## src/rtl/cordic_pkg.sv

```systemverilog
// Shared definitions for the cordic arbiter slice: latency, op encoding,
// FSM state type and the debug view of the arbiter's internal state.
package cordic_pkg;

    localparam int CORDIC_LATENCY = 25;

    localparam logic OP_ROT = 1'b0;
    localparam logic OP_VEC = 1'b1;

    // Angles are Q2.30 fixed point, so pi/4 = 32'h3243f6a8.
    localparam logic [31:0] ANGLE_PI_4 = 32'h3243f6a8;

    typedef enum logic [1:0] {
        ST_IDLE  = 2'd0,
        ST_ISSUE = 2'd1,
        ST_BUSY  = 2'd2,
        ST_DONE  = 2'd3
    } cordic_state_t;

    typedef struct packed {
        cordic_state_t state;
        logic [2:0]    rr_ptr;
        logic [7:0]    cnt;
    } cordic_dbg_t;

endpackage

```

## src/rtl/rr_arbiter.sv

```systemverilog
// Combinational round-robin pick: first set valid bit at or after ptr,
// searching circularly, returned as one-hot grant plus encoded index.
module rr_arbiter
    import cordic_pkg::*;
#(
    parameter int N_REQ = 4,
    parameter int ID_W  = 2
) (
    input  logic [N_REQ-1:0] valid,
    input  logic [ID_W-1:0]  ptr,
    output logic [N_REQ-1:0] grant,
    output logic [ID_W-1:0]  idx
);

    logic [ID_W:0] k;
    logic          found;

    always_comb begin
        grant = '0;
        idx   = '0;
        found = 1'b0;
        k     = '0;
        for (int i = 0; i < N_REQ; i++) begin
            k = (ID_W+1)'(ptr) + (ID_W+1)'(i);
            if (k >= (ID_W+1)'(N_REQ)) begin
                k = k - (ID_W+1)'(N_REQ);
            end
            if (!found && valid[k[ID_W-1:0]]) begin
                found               = 1'b1;
                grant[k[ID_W-1:0]]  = 1'b1;
                idx                 = k[ID_W-1:0];
            end
        end
    end

endmodule

```

## src/rtl/cordic_arbiter.sv

```systemverilog
// Shares one cordic among N_REQ requesters: round-robin accept, one-cycle
// cordic start pulse, fixed iteration window, then a tagged response.
module cordic_arbiter
    import cordic_pkg::*;
#(
    parameter int N_REQ   = 4,
    parameter int ID_W    = 2,
    parameter int LATENCY = CORDIC_LATENCY
) (
    input  logic                  clk,
    input  logic                  reset,
    input  logic [N_REQ-1:0]      req_valid,
    output logic [N_REQ-1:0]      req_ready,
    input  logic [N_REQ-1:0]      req_op,
    input  logic [N_REQ-1:0]      req_x_signed,
    input  logic [N_REQ-1:0]      req_y_signed,
    input  logic [32*N_REQ-1:0]   req_x,
    input  logic [32*N_REQ-1:0]   req_y,
    output logic                  rsp_valid,
    input  logic                  rsp_ready,
    output logic [ID_W-1:0]       rsp_id,
    output logic [32:0]           rsp_xn,
    output logic [32:0]           rsp_yn,
    output logic [31:0]           rsp_ri,
    output logic                  cd_req,
    output logic                  cd_op,
    output logic                  cd_x_signed,
    output logic                  cd_y_signed,
    output logic [31:0]           cd_x,
    output logic [31:0]           cd_y,
    input  logic [32:0]           cd_xn,
    input  logic [32:0]           cd_yn,
    input  logic [31:0]           cd_ri,
    output cordic_dbg_t           dbg
);

    localparam int CNT_W = $clog2(LATENCY + 1);

    cordic_state_t    state, next_state;
    logic [ID_W-1:0]  rr_ptr, grant_idx, id_q;
    logic [N_REQ-1:0] grant;
    logic [CNT_W-1:0] cnt;
    logic             op_q, xs_q, ys_q;
    logic [31:0]      x_q, y_q;
    logic             any_valid;

    rr_arbiter #(.N_REQ(N_REQ), .ID_W(ID_W)) u_arb (
        .valid (req_valid),
        .ptr   (rr_ptr),
        .grant (grant),
        .idx   (grant_idx)
    );

    assign any_valid = |req_valid;

    // Handshakes: a transfer happens on any cycle where valid and ready are
    // both high; valid never waits on ready, and a requester holds valid and
    // its operands stable until it sees ready. The response side is the same.
    always_comb begin
        next_state = state;
        req_ready  = '0;
        cd_req     = 1'b0;
        rsp_valid  = 1'b0;
        case (state)
            ST_IDLE: begin
                if (any_valid) begin
                    req_ready  = grant;
                    next_state = ST_ISSUE;
                end
            end
            ST_ISSUE: begin
                cd_req     = 1'b1;
                next_state = ST_BUSY;
            end
            ST_BUSY: begin
                if (cnt == CNT_W'(1)) begin
                    next_state = ST_DONE;
                end
            end
            ST_DONE: begin
                rsp_valid = 1'b1;
                if (rsp_ready) begin
                    next_state = ST_IDLE;
                end
            end
            default: next_state = ST_IDLE;
        endcase
    end

    always_ff @(posedge clk) begin
        if (reset) begin
            state  <= ST_IDLE;
            rr_ptr <= '0;
            cnt    <= '0;
            op_q   <= 1'b0;
            xs_q   <= 1'b0;
            ys_q   <= 1'b0;
            x_q    <= '0;
            y_q    <= '0;
            id_q   <= '0;
        end else begin
            state <= next_state;
            case (state)
                ST_IDLE: begin
                    if (any_valid) begin
                        op_q   <= req_op[grant_idx];
                        xs_q   <= req_x_signed[grant_idx];
                        ys_q   <= req_y_signed[grant_idx];
                        x_q    <= req_x[{grant_idx, 5'd0} +: 32];
                        y_q    <= req_y[{grant_idx, 5'd0} +: 32];
                        id_q   <= grant_idx;
                        rr_ptr <= (grant_idx == ID_W'(N_REQ - 1)) ? '0 : grant_idx + 1'b1;
                    end
                end
                ST_ISSUE: cnt <= CNT_W'(LATENCY);
                ST_BUSY:  cnt <= cnt - 1'b1;
                default:  ;
            endcase
        end
    end

    // Operands stay driven from the latched copy for the whole window since
    // the cordic re-reads op on every iteration.
    assign cd_op       = op_q;
    assign cd_x_signed = xs_q;
    assign cd_y_signed = ys_q;
    assign cd_x        = x_q;
    assign cd_y        = y_q;

    assign rsp_id = id_q;
    assign rsp_xn = cd_xn;
    assign rsp_yn = cd_yn;
    assign rsp_ri = cd_ri;

    assign dbg.state  = state;
    assign dbg.rr_ptr = 3'(rr_ptr);
    assign dbg.cnt    = 8'(cnt);

endmodule

```

## config.mk

```make
export PLATFORM = sky130hd
export DESIGN_NAME = cordic_arbiter
export DESIGN_NICKNAME = d
export VERILOG_FILES = /design/src/rtl/cordic_pkg.sv /design/src/rtl/rr_arbiter.sv /design/src/rtl/cordic_arbiter.sv
export SDC_FILE = /design/constraint.sdc
export NUM_CORES = 1
export LEC_CHECK = 0
export ABC_CLOCK_PERIOD_IN_PS = 3400
export BUFFER_PORTS_ARGS = -buffer_cell sky130_fd_sc_hd__buf_2
export CORE_AREA = 5 5 217 219
export DETAILED_ROUTE_END_ITERATION = 10
export DIE_AREA = 0 0 222 224
export RECOVER_POWER = 25
export SETUP_SLACK_MARGIN = 0.02
export SYNTH_ARGS = -nofsm -noshare
export SYNTH_HDL_FRONTEND = slang
export SYNTH_SLANG_ARGS = --single-unit
```

## constraint.sdc

```tcl
create_clock -name clk -period 3.4 [get_ports clk]
set_clock_uncertainty 0.1 [all_clocks]
set_input_delay 0.34 -clock clk [delete_from_list [all_inputs] [get_ports clk]]
set_output_delay 0.34 -clock clk [all_outputs]
set_load 0.005 [all_outputs]
```

==> summary.txt <==
VDD IR max: 0.3323 mV
Worst-Margin Slew: 1.082 ns
Post-synthesis cell area: 7804 sq um
Pre-CTS setup slack: 0.2851 ns
Overall power: 7.003 mW
Number of synthesized flops with an enable pin: 0
Detail Route Antenna Nets: 0
Hold Path Class: in2reg
Final Slew Violations: 0
Register area share after synthesis: 20.01%
CP Max Fanout: 10
Vias per cell: 4.996
Core Area: 44890 sq um
Drt total wl: 37.01 mm
Hold_ws: 0.1695 ns
Mapped Cells: 947
CP top delay family: simple AND/OR/NAND/NOR gates
Flops & latches, synth: 78
WS Path Type: reg2out
Via count: 8703
Num rows: 78
Ys flop type: dfxtp_1
Drc violations: 0
GRT Overall Usage: 14.00%
Area grow syn2layout: 25.81%
Layout fillers: 4998
DR WL/cell: 21.24 um
Final setup fails: 0
Stages on the worst setup path: 9
Design area: 9818 sq um
NumNets Final: 1521
First-pass GRT wire length: 54.34 mm
YS warnings: 0
Die Ht: 224 um
CTS H-tree lvls: 3
Root Buffer Master: clkbuf_16
CTS sink cnt: 78
Achievable Freq: 0.3125 GHz
Largest net degree at the start of global routing: 135
Post-DP HPWL: 26.90 mm
Slack of the critical path: 0.1995 ns
Clk_lat worst skew: 0.37 ns
Share of cells above drive strength 1: 43.46%
Hold Violations, Final: 0
Arrival time worst endpoint: 2.76 ns
PD cells: 713.3 nW/um^2
Final Cycle Share: 94.13%
Die Wd: 222 um
GRT overflow: 0
Clk buf depth: 2
DRT Pass-1 Iters: 5
CP startpoint: rr_ptr[0]$_SDFFE_PP0P_
Syn Area/Cell: 8.240 sq um
Hold depth: 3
Critical Path, Cell by Cell: inv_2 > ha_2 > mux4_2 > buf_4 > nor2b_1 > a22oi_1 > or2_2 > a21oi_1 > buf_2
Initial DRC count: 543
Hold path start: req_y[34]
Initial Utilization: 17.38%
Initial antenna violation count: 5
Critical Path RT: 2.96 ns
Crit path largest cell delay: 0.43 ns
Worst path bufs/invs: 3
Async SR Flop Fraction: 0%
CTS buffer count: 9
CTS Hold Bufs: 0
Netlist cell types: 45
GPL Wtd Cong: 0.8634
Startpoint types: flip-flop
Port-buffer cells: 358
Cells on worst reg2reg path: 8
CTS tree: yes
Die ar.: 49730 sq um
Worst path slowest cell: ha_2
Vias in the first global route: 9007
Worst Setup End Kind: output pin
Max cap viols: 0
Reg-to-reg startpoint: rr_ptr[0]$_SDFFE_PP0P_
Crit path time final: 3.200 ns
RSZ-0062 raised after global routing: false
Number of top-level pins: 559
Pleak: 4.210 nW
Max-slew headroom: 27.87%
Status: finished, final reports clean
Cell Area, Placed: 9479 sq um
Clk pin slew, worst setup/hold paths: 0.07 ns
Setup tns final: 0 ns
final timing paths:
check / end / slack (ns)
hold / removal: cd_y[2]$_SDFFE_PP0P_ / 0.17
hold reg to reg: cd_x[14]$_SDFFE_PP0P_ / 0.36
setup / recovery: req_ready[0] / 0.20
setup reg to reg: cd_y[17]$_SDFFE_PP0P_ / 0.31
area by class of cell:
class / instances / area [sq um] / share of cell area [%]
multi-input combinational: 649 / 5037 / 51.31
timing repair buffer: 386 / 2090 / 21.28
sequential: 78 / 1565 / 15.94
tap: 600 / 750.7 / 7.646
clock buffer: 12 / 277.8 / 2.829
clock inverter: 4 / 51.30 / 0.5225
inverter: 10 / 38.79 / 0.3951
antenna: 3 / 7.507 / 0.07646
through the flow:
| stage | utilization (%) | cells |
|---|---|---|
| after floorplan | - | 950 |
| after global placement | 21.11 | 1723 |
| after detailed placement | 21.11 | 1723 |
| after CTS | 21.85 | 1739 |
| after global routing | 21.86 | 1741 |
| final | 21.87 | 1742 |
repair_timing:
action	in CTS	in global routing
setup buffers	0	0
endpoints found under the setup margin	0	2
gates resized for setup	0	1
report_power, final:
| group | total, mW | internal (mW) | switching (mW) | leakage [nW] |
|---|---|---|---|---|
| combinational | 4.46 | 1.80 | 2.66 | 3.40 |
| sequential | 1.40 | 1.21 | 0.189 | 0.645 |
| clock | 1.14 | 0.655 | 0.482 | 0.160 |
| total | 7.00 | 3.67 | 3.34 | 4.21 |
cell families after synthesis:
kind of cell	count (synthesis)	synth area share [%]
flops	78	20.01
fa+ha+maj	14	2.245
compound gates	370	38.59
simple gates	182	11.66
buf+inv	223	16.63
other cells	1	0.04805
mux	79	10.82
synth_stat cells, drive strengths merged (2+ instances only):
master	n	area, sq um
a211oi	5	37.54
a21boi	67	503.0
a21oi	10	50.05
a221oi	67	586.8
a22oi	9	67.56
a31o	67	586.8
and2	68	425.4
buf	128	939.6
clkbuf	85	319.1
dfxtp	78	1562
ha	14	175.2
inv	9	33.78
mux2	3	33.78
mux2i	72	720.7
mux4	4	90.09
nand2	75	281.5
nand2b	7	43.79
nor2	18	67.56
nor2b	4	25.02
nor3	2	10.01
o211ai	67	503.0
o221ai	67	586.8
or2	5	31.28
worst reg2reg max path: stages, from the launching register on:
cell and delay [ns]:
dfxtp_4 0.41, buf_4 0.49, mux2i_1 0.17, a211oi_1 0.29
o32a_2 0.37, clkinv_2 0.32, nand2_2 0.35, buf_12 0.27
o221ai_1 0.18
layout by cell type, fill, tap and decap left out, types with 3 or more instances in the layout:
| cell type | n |
|---|---|
| nand2b_1 | 5 |
| mux2i_1 | 70 |
| a21boi_1 | 16 |
| buf_12 | 7 |
| nor2_1 | 16 |
| diode_2 | 3 |
| o221ai_1 | 67 |
| a21boi_0 | 51 |
| mux2_2 | 3 |
| clkbuf_16 | 10 |
| buf_4 | 21 |
| inv_1 | 8 |
| mux4_2 | 4 |
| a31o_2 | 67 |
| a22oi_1 | 9 |
| or2_2 | 4 |
| nand2_1 | 74 |
| ha_1 | 13 |
| a211oi_1 | 5 |
| dfxtp_1 | 77 |
| and2_1 | 68 |
| conb_1 | 4 |
| a21oi_1 | 10 |
| buf_2 | 358 |
| o211ai_1 | 67 |
| nor2b_1 | 4 |
| a221oi_1 | 67 |
metal layers:
metal  wire length, um  GRT usage (%)  part of all wire [%]
met1             14420          15.54                    39
met2             17810          23.71                    48
met4              1875          8.192                   5.1
met5                28              0                 0.076
met3              2870          4.364                   7.8
state kept, by name, indices dropped and copies added, names as in the netlist:
name and count:
cd_op 1, cnt 5, cd_y_signed 1, rr_ptr 2, cd_x 32, state 2
rsp_id 2, cd_y 32, cd_x_signed 1
Power figures use the tool's default switching activity.
